## config.mk

```make
export PLATFORM = sky130hd
export DESIGN_NAME = pattern_edit_ctrl
export DESIGN_NICKNAME = d
export VERILOG_FILES = /design/src/rtl/tracker_pkg.sv /design/src/rtl/pattern_addr_calc.sv /design/src/rtl/pattern_edit_ctrl.sv
export SDC_FILE = /design/constraint.sdc
export NUM_CORES = 1
export LEC_CHECK = 0
export BUFFER_PORTS_ARGS = -buffer_cell sky130_fd_sc_hd__buf_4
export CORE_UTILIZATION = 50
export DETAILED_ROUTE_END_ITERATION = 8
export PLACE_DENSITY = 0.77
export SLEW_MARGIN = 20
export SYNTH_ARGS = -nofsm -noshare
export SYNTH_HDL_FRONTEND = slang
export SYNTH_SLANG_ARGS = --single-unit
```

## constraint.sdc

```tcl
create_clock -name clk_i -period 3.94 [get_ports clk_i]
set_input_delay 0.788 -clock clk_i [delete_from_list [all_inputs] [get_ports clk_i]]
set_output_delay 0.788 -clock clk_i [all_outputs]
set_load 0.05 [all_outputs]
```

## src/rtl/tracker_pkg.sv

```systemverilog
// Shared pattern-editor types and geometry, used by the edit controller,
// the keycode mapper and the display reader.
package tracker_pkg;

  localparam int PAT_COLS   = 80;
  localparam int PAT_ROWS   = 30;
  localparam int PAT_ADDR_W = 12;
  localparam int PAT_DATA_W = 8;
  localparam int CURSOR_W   = 7;

  // Encoding matches the mapper's 2-bit edit level.
  typedef enum logic [1:0] {
    OP_NONE = 2'b00,
    OP_INC  = 2'b01,
    OP_DEC  = 2'b10,
    OP_DEL  = 2'b11
  } edit_op_t;

  typedef logic [1:0] state_t;

  localparam state_t ST_IDLE = 2'd0;
  localparam state_t ST_RD   = 2'd1;
  localparam state_t ST_WT   = 2'd2;
  localparam state_t ST_WR   = 2'd3;

endpackage

```

## src/rtl/pattern_addr_calc.sv

```systemverilog
// Combinational cursor (x, y) to linear pattern RAM address, plus an in-range flag.
// The address is only meaningful when in_range_o is high.
module pattern_addr_calc
  import tracker_pkg::*;
#(
  parameter int COLS   = PAT_COLS,
  parameter int ROWS   = PAT_ROWS,
  parameter int ADDR_W = PAT_ADDR_W,
  parameter int CW     = CURSOR_W
) (
  input  logic [CW-1:0]     x_i,
  input  logic [CW-1:0]     y_i,
  output logic [ADDR_W-1:0] addr_o,
  output logic              in_range_o
);

  logic [ADDR_W-1:0] x_ext;
  logic [ADDR_W-1:0] y_ext;

  assign x_ext = ADDR_W'(x_i);
  assign y_ext = ADDR_W'(y_i);

  generate
    if (COLS == 80) begin : g_shift_add
      // 80 = 64 + 16, so two shifts and an add replace the multiplier.
      assign addr_o = (y_ext << 6) + (y_ext << 4) + x_ext;
    end else begin : g_mul
      assign addr_o = ADDR_W'(y_ext * ADDR_W'(COLS)) + x_ext;
    end
  endgenerate

  assign in_range_o = (int'(x_i) < COLS) && (int'(y_i) < ROWS);

endmodule

```

## src/rtl/pattern_edit_ctrl.sv

```systemverilog
// Turns each new edit command at the cursor into one read-modify-write on the
// single-port pattern RAM; commands arriving while a transaction runs are dropped.
module pattern_edit_ctrl
  import tracker_pkg::*;
#(
  parameter int                COLS      = PAT_COLS,
  parameter int                ROWS      = PAT_ROWS,
  parameter int                DATA_W    = PAT_DATA_W,
  parameter logic [DATA_W-1:0] MAX_VAL   = 8'hFF,
  parameter logic [DATA_W-1:0] EMPTY_VAL = 8'h00
) (
  input  logic                  clk_i,
  input  logic                  rst_ni,
  input  logic [1:0]            user_edit_i,
  input  logic [CURSOR_W-1:0]   cursor_x_i,
  input  logic [CURSOR_W-1:0]   cursor_y_i,
  output logic [PAT_ADDR_W-1:0] mem_addr_o,
  output logic                  mem_rd_o,
  output logic                  mem_we_o,
  output logic [DATA_W-1:0]     mem_wdata_o,
  input  logic [DATA_W-1:0]     mem_rdata_i,
  output logic                  busy_o,
  output logic                  done_o,
  output logic                  err_o,
  output logic [DATA_W-1:0]     cell_value_o
);

  state_t                  state_q, state_d;
  edit_op_t                op_q, op_d;
  logic [1:0]              prev_edit_q;
  logic [PAT_ADDR_W-1:0]   addr_q, addr_d;
  logic [DATA_W-1:0]       wdata_q, wdata_d;
  logic [DATA_W-1:0]       cell_q, cell_d;
  logic                    busy_q, rd_q, we_q, done_q, err_q;
  logic                    err_d;

  edit_op_t                cmd_op;
  logic                    new_cmd;
  logic [PAT_ADDR_W-1:0]   calc_addr;
  logic                    calc_in_range;
  logic [DATA_W-1:0]       edit_result;

  pattern_addr_calc #(
    .COLS   (COLS),
    .ROWS   (ROWS),
    .ADDR_W (PAT_ADDR_W),
    .CW     (CURSOR_W)
  ) u_addr_calc (
    .x_i        (cursor_x_i),
    .y_i        (cursor_y_i),
    .addr_o     (calc_addr),
    .in_range_o (calc_in_range)
  );

  assign cmd_op  = edit_op_t'(user_edit_i);
  // Level-to-edge: a held key, or a key seen mid-transaction, never re-fires.
  assign new_cmd = (user_edit_i != 2'b00) && (user_edit_i != prev_edit_q);

  // Saturating update of the value read back from the RAM.
  always_comb begin
    edit_result = mem_rdata_i;
    case (op_q)
      OP_INC: begin
        if (mem_rdata_i < MAX_VAL) edit_result = mem_rdata_i + DATA_W'(1);
        else                       edit_result = MAX_VAL;
      end
      OP_DEC: begin
        if (mem_rdata_i != '0) edit_result = mem_rdata_i - DATA_W'(1);
        else                   edit_result = '0;
      end
      OP_DEL:  edit_result = EMPTY_VAL;
      default: edit_result = mem_rdata_i;
    endcase
  end

  always_comb begin
    state_d = state_q;
    op_d    = op_q;
    addr_d  = addr_q;
    wdata_d = wdata_q;
    cell_d  = cell_q;
    err_d   = 1'b0;
    case (state_q)
      ST_IDLE: begin
        if (new_cmd) begin
          if (!calc_in_range) begin
            err_d = 1'b1;
          end else begin
            op_d   = cmd_op;
            addr_d = calc_addr;
            if (cmd_op == OP_DEL) begin
              state_d = ST_WR;
              wdata_d = EMPTY_VAL;
              cell_d  = EMPTY_VAL;
            end else begin
              state_d = ST_RD;
            end
          end
        end
      end
      ST_RD: state_d = ST_WT;
      ST_WT: begin
        state_d = ST_WR;
        wdata_d = edit_result;
        cell_d  = edit_result;
      end
      ST_WR:   state_d = ST_IDLE;
      default: state_d = ST_IDLE;
    endcase
  end

  // Strobes are decoded from the next state so every output comes from a flop.
  always_ff @(posedge clk_i or negedge rst_ni) begin
    if (!rst_ni) begin
      state_q     <= ST_IDLE;
      op_q        <= OP_NONE;
      prev_edit_q <= 2'b00;
      addr_q      <= '0;
      wdata_q     <= '0;
      cell_q      <= '0;
      busy_q      <= 1'b0;
      rd_q        <= 1'b0;
      we_q        <= 1'b0;
      done_q      <= 1'b0;
      err_q       <= 1'b0;
    end else begin
      state_q     <= state_d;
      op_q        <= op_d;
      prev_edit_q <= user_edit_i;
      addr_q      <= addr_d;
      wdata_q     <= wdata_d;
      cell_q      <= cell_d;
      busy_q      <= (state_d != ST_IDLE);
      rd_q        <= (state_d == ST_RD);
      we_q        <= (state_d == ST_WR);
      done_q      <= (state_d == ST_WR);
      err_q       <= err_d;
    end
  end

  assign mem_addr_o   = addr_q;
  assign mem_rd_o     = rd_q;
  assign mem_we_o     = we_q;
  assign mem_wdata_o  = wdata_q;
  assign busy_o       = busy_q;
  assign done_o       = done_q;
  assign err_o        = err_q;
  assign cell_value_o = cell_q;

endmodule
```

Word-level counts from Yosys, hierarchy flattened
Index checks and enable logic that the tools add are counted.

word-level totals
  bits in writable memories = 0
  memory bits (read-only) = 0
  memories = 0
  latch bits = 0
  output and inout port bits = 33
  bits in registers = 30
  bits of input ports = 26
  logic and storage cells = 52

cells by class
  magnitude comparators = 3
  reduce and logical (&&, ||, !) cells = 9
  multiply operators = 0
  equality and inequality tests = 13
  muxes and demuxes = 14
  add/subtract/negate cells = 4
  shift operators = 0
  bitwise gates (word level) = 0
  div/mod/pow operators = 0

operator list
  kind                 number
  $mux 8               5
  $pmux 8 s3           1
  $pmux 8 s2           1
  $add 12x11->12       1
  $add 12x7->12        1
  $eq 2x2->1 const B   6
  $add 8x1->8 const B  1
  $lt 8x8->1 const B   1
  $pmux 2 s4           1
  $reduce_bool 8->1    1
  $sub 8x1->8 const B  1
  $lt 7x5->1 const B   1
  $lt 7x7->1 const B   1
  $eq 2x1->1 const B   3
  $mux 2               3
  $ne 2x2->1 const B   3
  $reduce_bool 2->1    3
  $reduce_and 4->1     1
  $mux 1               3
  $reduce_and 3->1     1
  $logic_and 1x1->1    2
  $logic_not 2->1      1
  $ne 2x2->1           1

Longest topological paths before layout
Gate-level depths: netlist of the first run.

  depth after elaboration = 6
  gate-level depth with buffers = 9
  gate-level depth less buffers = 9

Hierarchy
Synthesis of the first run repeated with hierarchy kept, for this count alone.

second synthesis, totals
  cell total of the unflattened synthesis = 216
  area, all modules = 2,169.6 um^2

by module, submodules not included
  module             times used  area each (um^2)  sequential area each (um^2)  cells an instance
  pattern_edit_ctrl  1           1,776.7           750.7                        171
  pattern_addr_calc  1           392.9             0.0                          45

Worst setup path after synthesis of the first run
No wires, ideal clock.

  path type = input to register
  start = input cursor_x_i[6]
  end = register addr_q[11], in the netlist mem_addr_o[11]
  slack = 961 ps
  arrival time = 2,855 ps
  stages = 9
  required time = 3,815 ps
  library setup time = 125 ps
  buffers on the path = 0
  cells stage by stage = inv_1 -> fa_1 -> inv_1 -> fa_1 -> a21o_1 -> a311o_1 -> a21oi_1 -> xnor2_1 -> mux2_2

between the ends
  word-level cells in the longest chain between the ends = 3
  elaborated cells on any way between the ends = 4
  those cells by class = add/sub (1); order compare (1); reduce/logical (2)

RTL lines
  what                               RTL line                  source
  start, declared                    pattern_edit_ctrl.sv:15   input logic [CURSOR_W-1:0] cursor_x_i,
  $lt 7x7->1                         pattern_addr_calc.sv:32   assign in_range_o = (int'(x_i) < COLS) && (int'(y_i) < ROWS);
  $logic_and 1x1->1                  pattern_addr_calc.sv:32
  $reduce_and 3->1 (no source line)  --
  end signal, assigned               pattern_edit_ctrl.sv:130  addr_q <= addr_d;
  end, declared                      pattern_edit_ctrl.sv:31   logic [PAT_ADDR_W-1:0] addr_q, addr_d;

Parallel ways exist; a longest one is shown, timed or not.
A chain may end at the register's enable or synchronous reset.

Worst setup path in the final report of the first run
Ends and elaborated chain as after synthesis.

==> results of run 1 <==
==> synth_stat cells, drive strengths merged (6+ instances only) <==
master  instances  area, sq um
o21ai           6        33.78
a32o            7        70.07
nor2           17        63.81
xnor2           7        61.31
nand2           9        36.29
buf            15        108.9
mux2           14        157.6
inv            19        71.32
ha             18        225.2
dfrtp          30        750.7
a21oi          10        53.80
==> stage by stage <==
step                      hold slack (ps)  power, uW  util, %  std cells  instance area, sq um
after floorplan                     492.4       1549        -        214                  2127
after global placement              476.6       1845    61.99        305                  2497
after detailed placement            490.6       1871    61.99        305                  2497
after CTS                           430.6       2190    64.78        312                  2610
after global routing                448.4       2309    64.78        312                  2610
final                               420.0       2174    64.78        312                  2610
==> final timing paths <==
kind                       slack (ps)                      start                     endpoint
setup reg to reg                 2270       state_q[0]$_DFF_PN0_  cell_value_o[3]$_DFFE_PN0P_
setup / recovery                 1020              cursor_x_i[6]   mem_addr_o[11]$_DFFE_PN0P_
max in group asynchronous        3250                     rst_ni         state_q[0]$_DFF_PN0_
min in group clk_i                500  mem_addr_o[5]$_DFFE_PN0P_    mem_addr_o[5]$_DFFE_PN0P_
hold / removal                    420                     rst_ni  cell_value_o[7]$_DFFE_PN0P_
hold reg to reg                   500  mem_addr_o[5]$_DFFE_PN0P_    mem_addr_o[5]$_DFFE_PN0P_
==> critical path, delay by kind of cell <==
family | cells | cell delay [ps]
buf+inv | 3 | 200
mux | 1 | 250
compound gates | 3 | 750
fa+ha+maj | 2 | 1010
xor+xnor | 1 | 80
==> state kept, by name, indices dropped and copies added, names as in the netlist <==
signal / count
done_o: 1
mem_addr_o: 12
op_q: 2
busy_o: 1
cell_value_o: 8
state_q: 2
err_o: 1
mem_rd_o: 1
prev_edit_q: 2
==> layer usage <==
| layer | GRT usage [%] | vias up |
|---|---|---|
| li1 | - | 864 |
| met1 | 26.80 | 842 |
| met2 | 36.63 | 66 |
| met3 | 6.081 | 11 |
| met4 | 10.90 | 0 |
| met5 | 0 | - |
==> kinds of logic (layout without fill, tap and decap cells) <==
| logic type | count (synthesis) | after routing | synth area share [%] |
|---|---|---|---|
| adders and majority gates | 20 | 20 | 12.47 |
| and+or+nand+nor | 55 | 55 | 13.53 |
| buffers and inverters | 36 | 84 | 9.352 |
| DFF | 30 | 30 | 35.29 |
| muxes | 15 | 15 | 7.882 |
| xor gates and xnor gates | 10 | 10 | 4.118 |
| AOI/OAI and AO/OA | 48 | 48 | 17.35 |
==> power groups by stage <==
stage                     Sequential, uW  Clock (uW)  Combinational, uW
after floorplan                      931           0                617
after global placement               558           0               1290
after detailed placement             566           0               1300
after CTS                            562         321               1310
after global routing                 582         335               1390
final                                562         314               1300
==> area by class of cell <==
class                           instances  area [sq um]
Clock buffer                            6         82.58
Timing Repair Buffer                   58         435.4
Sequential cell                        30         750.7
Inverter                               19         71.32
Clock inverter                          1         30.03
Tap cell                               50         62.56
Multi-Input combinational cell        148          1177
Fill cell                             356          1419
==> results.py, run 1 <==
metrics = {
    "outcome": {
        "status": "complete, no violations",
    },
    "setup_path": {
        "crit_chain": "buf_4, inv_1, fa_1, inv_1, fa_1, a21o_1, a311o_1, a21oi_1, xnor2_1, mux2_2",
        "worstPathMaxFanout": 2,
        "r2r_cells": 4,
        "worst_setup_path_start_kind": "input port",
        "arrival_ps": 3090,
        "crit_slowest_cell": "fa_1",
        "cp.required_ps": 4110,
        "worstSetupEndpointType": "flop",
        "worstSetupPathType": "in -> reg",
        "max_stage_delay_ps": 540,
    },
    "global_route": {
        "grt_start_max_net_pins": 31,
        "grt_usage_pct": 22.31,
        "antenna_found_initial": 0,
        "gr-total-overflow": 0,
        "grt_pass1_wl_um": 7410,
        "grt_pass1_vias": 1668,
    },
    "cells_and_area": {
        "diodes": 0,
        "layout-drive-gt1-share_pct": 29.39,
        "area_growth_pct": 22.71,
        "mostFrequentLayoutCells": "buf_4, dfrtp_1, inv_1",
        "nNetsFinal": 308,
        "final_common_cell": "buf_4",
    },
    "routing": {
        "final_antenna_net_count": 0,
        "highest_layer": "met4",
        "vias_per_cell": 5.715,
        "first_pass_iters": 4,
        "met2WireLength_um": 2086,
        "route.met3.wl_um": 291,
        "drt_iter0_drc": 69,
        "post_drt_wl_per_cell_um": 14.28,
        "wl_um": 4456,
        "route.detailed.drc": 0,
        "wl_met1_um": 1974,
        "route.vias.total": 1783,
    },
    "sta": {
        "maxSlewViolCount": 0,
        "fin_crit_sh_pct": 74.01,
        "timing.final.ws_setup_ps": 1024,
        "max_freq_mhz": 342.9,
        "relSlewSlack_pct": 49.79,
        "grt_setup_unrepaired": "false",
        "fin_skew_ps": 5.645,
        "setup_viol": 0,
        "layout_min_cycle_time_ps": 2916,
        "tightest_slew_ps": 732.2,
        "hold_viol": 0,
        "setup_tns_ps": 0,
    },
    "power_and_ir_drop": {
        "comb_power_share_pct": 59.7,
        "p_int_uw": 1085,
        "swShare_pct": 50.09,
        "ir_drop_uv": 348.4,
        "clkPwrFrac_pct": 14.4,
        "p_sw_uw": 1089,
        "leakage_uw": 0.001259,
        "pwr-share-seq_pct": 25.9,
        "power_density_nw_per_um2": 833.0,
    },
    "yosys": {
        "ys_seq_elements": 30,
        "netlist-cell-type-count": 53,
        "syn_area_per_cell_sq_um": 9.939,
        "synthArstFlopShare_pct": 100.0,
        "syn_area_sq_um": 2127,
        "synth_edf_count": 0,
        "ys.flop_type": "dfrtp_1",
        "syn-num-nets": 260,
        "yosysWarnings": 0,
        "synth_seq_area_share_pct": 35.29,
        "netlist_instances": 214,
    },
    "floorplan": {
        "rows": 23,
        "core-area_sq_um": 4029,
        "start_util_pct": 52.80,
        "fp.dieArea_sq_um": 4519,
        "chipHeight_um": 67.23,
        "die_w_um": 67.23,
        "ios": 59,
    },
    "clock_tree": {
        "postCtsSetupBuffers": 0,
        "cts.clk_slew.worst_paths_ps": 60,
        "cts_max_level": 2,
        "clk_latency_ps": 280,
        "hold_buffers": 0,
        "cts_tree": "built",
        "clockRootBuffer": "clkbuf_8",
        "cts_buffer_depth": 2,
        "cts_buffers": 5,
        "cts_resized": 0,
        "cts_sinks": 30,
    },
    "placement": {
        "place_hpwl_um": 3469,
        "io_buffers": 58,
        "place_ws_ps": 732.4,
        "gp_congestion": 0.9504,
    },
    "min_path": {
        "hold_class": "in -> async",
    },
    "job": {
        "drv_cap": 0,
    },
}
No activity file was read; power rests on OpenSTA's default activity.
==> run 2: changes to the inputs <==
Settings changed: ABC_AREA from default to 1, PLACE_DENSITY 0.77 to 0.76.
Clock period 3.94 ns to 2.7 ns, I/O delays scaled along.
==> results.py, run 2 <==
metrics = {
    "setup_path": {
        "worst_setup_path_start_kind": "input port",
        "cp.required_ps": 2870,
        "worstSetupPathType": "in -> reg",
        "arrival_ps": 2190,
        "worstSetupEndpointType": "flop",
        "worstPathMaxFanout": 3,
        "r2r_cells": 8,
    },
    "placement": {
        "place_hpwl_um": 3990,
        "io_buffers": 58,
        "gp_congestion": 0.8933,
        "place_inst": 390,
        "place_ws_ps": 382.1,
        "placed_area_sq_um": 2609,
    },
    "power_and_ir_drop": {
        "leakage_uw": 0.001499,
        "pwr-share-seq_pct": 25.8,
        "clkPwrFrac_pct": 13.1,
        "p_sw_uw": 1474,
        "comb_power_share_pct": 61.0,
        "p_int_uw": 1341,
        "power_uw": 2815,
        "power_density_nw_per_um2": 1042,
        "ir_drop_uv": 736.8,
        "swShare_pct": 52.36,
    },
    "global_route": {
        "grt_pass1_wl_um": 8286,
        "grt_usage_pct": 23.45,
        "met2_usage_pct": 40.32,
        "antenna_found_initial": 0,
        "use_met3_pct": 4.605,
        "gr-usage-met1_pct": 30.80,
        "grt_start_max_net_pins": 31,
        "grt_pass1_vias": 1930,
        "busiest_layer": "met2",
        "gr-total-overflow": 0,
    },
    "cells_and_area": {
        "diodes": 0,
        "nNetsFinal": 393,
        "mostFrequentLayoutCells": "nand2_1, buf_4, inv_1",
        "largest_register_ffs": 12,
        "layout-drive-gt1-share_pct": 21.84,
        "final_area_sq_um": 2700,
        "fillers": 380,
        "fin_cells": 398,
        "final_common_cell": "nand2_1",
        "area_growth_pct": 21.92,
    },
    "sta": {
        "tightest_slew_ps": 380.4,
        "fin_crit_sh_pct": 75.08,
        "setup_tns_ps": 0,
        "grt_setup_unrepaired": "false",
        "setup_viol": 0,
        "layout_min_cycle_time_ps": 2027,
        "fin_skew_ps": 4.693,
        "max_freq_mhz": 493.3,
        "relSlewSlack_pct": 74.64,
        "maxSlewViolCount": 0,
        "hold_viol": 0,
        "timing.final.ws_setup_ps": 672.9,
    },
    "clock_tree": {
        "cts_buffer_depth": 2,
        "cts_tree": "built",
        "cts_buffers": 5,
        "cts_resized": 0,
        "cts_max_level": 2,
        "cts_sinks": 30,
        "postCtsSetupBuffers": 0,
        "cts.clk_slew.worst_paths_ps": 60,
        "clk_latency_ps": 270,
        "hold_buffers": 0,
        "clockRootBuffer": "clkbuf_8",
    },
    "yosys": {
        "syn_area_sq_um": 2215,
        "yosys.area.top_type": "dfrtp_1",
        "ys_top_cells_by_count": "nand2_1, inv_1, dfrtp_1",
        "synthArstFlopShare_pct": 100.0,
        "synth_edf_count": 0,
        "yosysTopAreaCellShare_pct": 33.90,
        "netlist-cell-type-count": 31,
        "synthTopCellsByArea": "dfrtp_1, nand2_1, ha_1, nand3_1, inv_1",
        "yosysMostFrequentCell": "nand2_1",
        "ys_seq_elements": 30,
        "netlist_instances": 296,
        "yosysWarnings": 0,
        "syn-num-nets": 342,
        "synth_seq_area_share_pct": 33.90,
        "syn_area_per_cell_sq_um": 7.482,
        "ys.flop_type": "dfrtp_1",
    },
    "job": {
        "drv_cap": 0,
    },
    "routing": {
        "final_antenna_net_count": 0,
        "wl_um": 5028,
        "route.detailed.drc": 0,
        "route.vias.total": 2085,
        "vias_per_cell": 5.239,
        "first_pass_iters": 4,
        "post_drt_wl_per_cell_um": 12.63,
        "drt_iter0_drc": 139,
    },
    "floorplan": {
        "start_util_pct": 53.82,
        "core-area_sq_um": 4115,
        "die_w_um": 68.55,
        "rows": 23,
        "chipHeight_um": 68.55,
        "ios": 59,
        "fp.dieArea_sq_um": 4699,
    },
    "outcome": {
        "status": "complete, no violations",
    },
    "min_path": {
        "hold_class": "in -> async",
    },
}
## run 2: cell count changes after synthesis, moves of 9 or more
| cell | delta |
|---|---|
| nand2_1 | +77 |
| nand3_1 | +22 |
| inv_1 | +12 |
| o21ai_0 | +10 |
| o21ai_1 | +10 |
| mux2_1 | -9 |
## run 2: kinds of logic (layout without fill, tap and decap cells)
logic type | count (synthesis) | count (layout) | share of synthesized area (%)
AND/OR/NAND/NOR | 146 | 146 | 29.32
XOR/XNOR | 12 | 12 | 4.746
adder cells (fa/ha/maj) | 20 | 20 | 11.98
buffers and inverters | 47 | 99 | 10.28
flip-flops | 30 | 30 | 33.90
AO/OA/AOI/OAI | 41 | 41 | 9.775
## run 2: final timing paths
path,startpoint,end,slack (ps)
max in group asynchronous,rst_ni,mem_addr_o[7]$_DFFE_PN0P_,2240
min in group clk_i,user_edit_i[1],prev_edit_q[1]$_DFF_PN0_,440
max,cursor_x_i[6],mem_addr_o[11]$_DFFE_PN0P_,670
max reg2reg,state_q[0]$_DFF_PN0_,cell_value_o[3]$_DFFE_PN0P_,1160
min reg2reg,mem_addr_o[2]$_DFFE_PN0P_,mem_addr_o[2]$_DFFE_PN0P_,490
min,rst_ni,done_o$_DFF_PN0_,180
## run 2: per-stage QoR
step | util, % | hold slack [ps]
3_3_place_gp | 63.39 | 469.3
5_1_grt | 65.61 | 206.0
6_report | 65.61 | 182.6
2_1_floorplan | - | 244.4
4_1_cts | 65.61 | 194.6
3_5_place_dp | 63.39 | 476.2
## run 2: layout make-up
class | count | area, sq um | share of cell area [%]
repair buffers | 58 | 435.4 | 16.13
clock buffers | 7 | 86.33 | 3.197
multi-input cells | 219 | 1236 | 45.78
well taps | 50 | 62.56 | 2.317
flip-flops and latches | 30 | 750.7 | 27.80
clock inverters | 1 | 5.005 | 0.1854
inverters | 33 | 123.9 | 4.588
## run 2: per-layer routing
layer | routed length, um | vias up
li1 | - | 1051
met2 | 2366 | 85
met1 | 2240 | 947
met4 | 13 | 0
met5 | 0 | -
met3 | 407 | 2
## run 2: worst max-delay path: stages
cell	delay, ps
buf_4	80
inv_1	40
fa_1	530
inv_1	70
fa_1	470
nand4_1	110
nand3_1	90
xor2_1	140
nand2_1	60
nand2_1	50
## run 2: power groups by stage
stage	Clock [uW]	Combinational, uW	Sequential [uW]
after floorplan	0	792	1210
after global placement	0	1690	727
after detailed placement	0	1720	733
after CTS	378	1730	729
after global routing	399	1860	750
final	370	1720	728
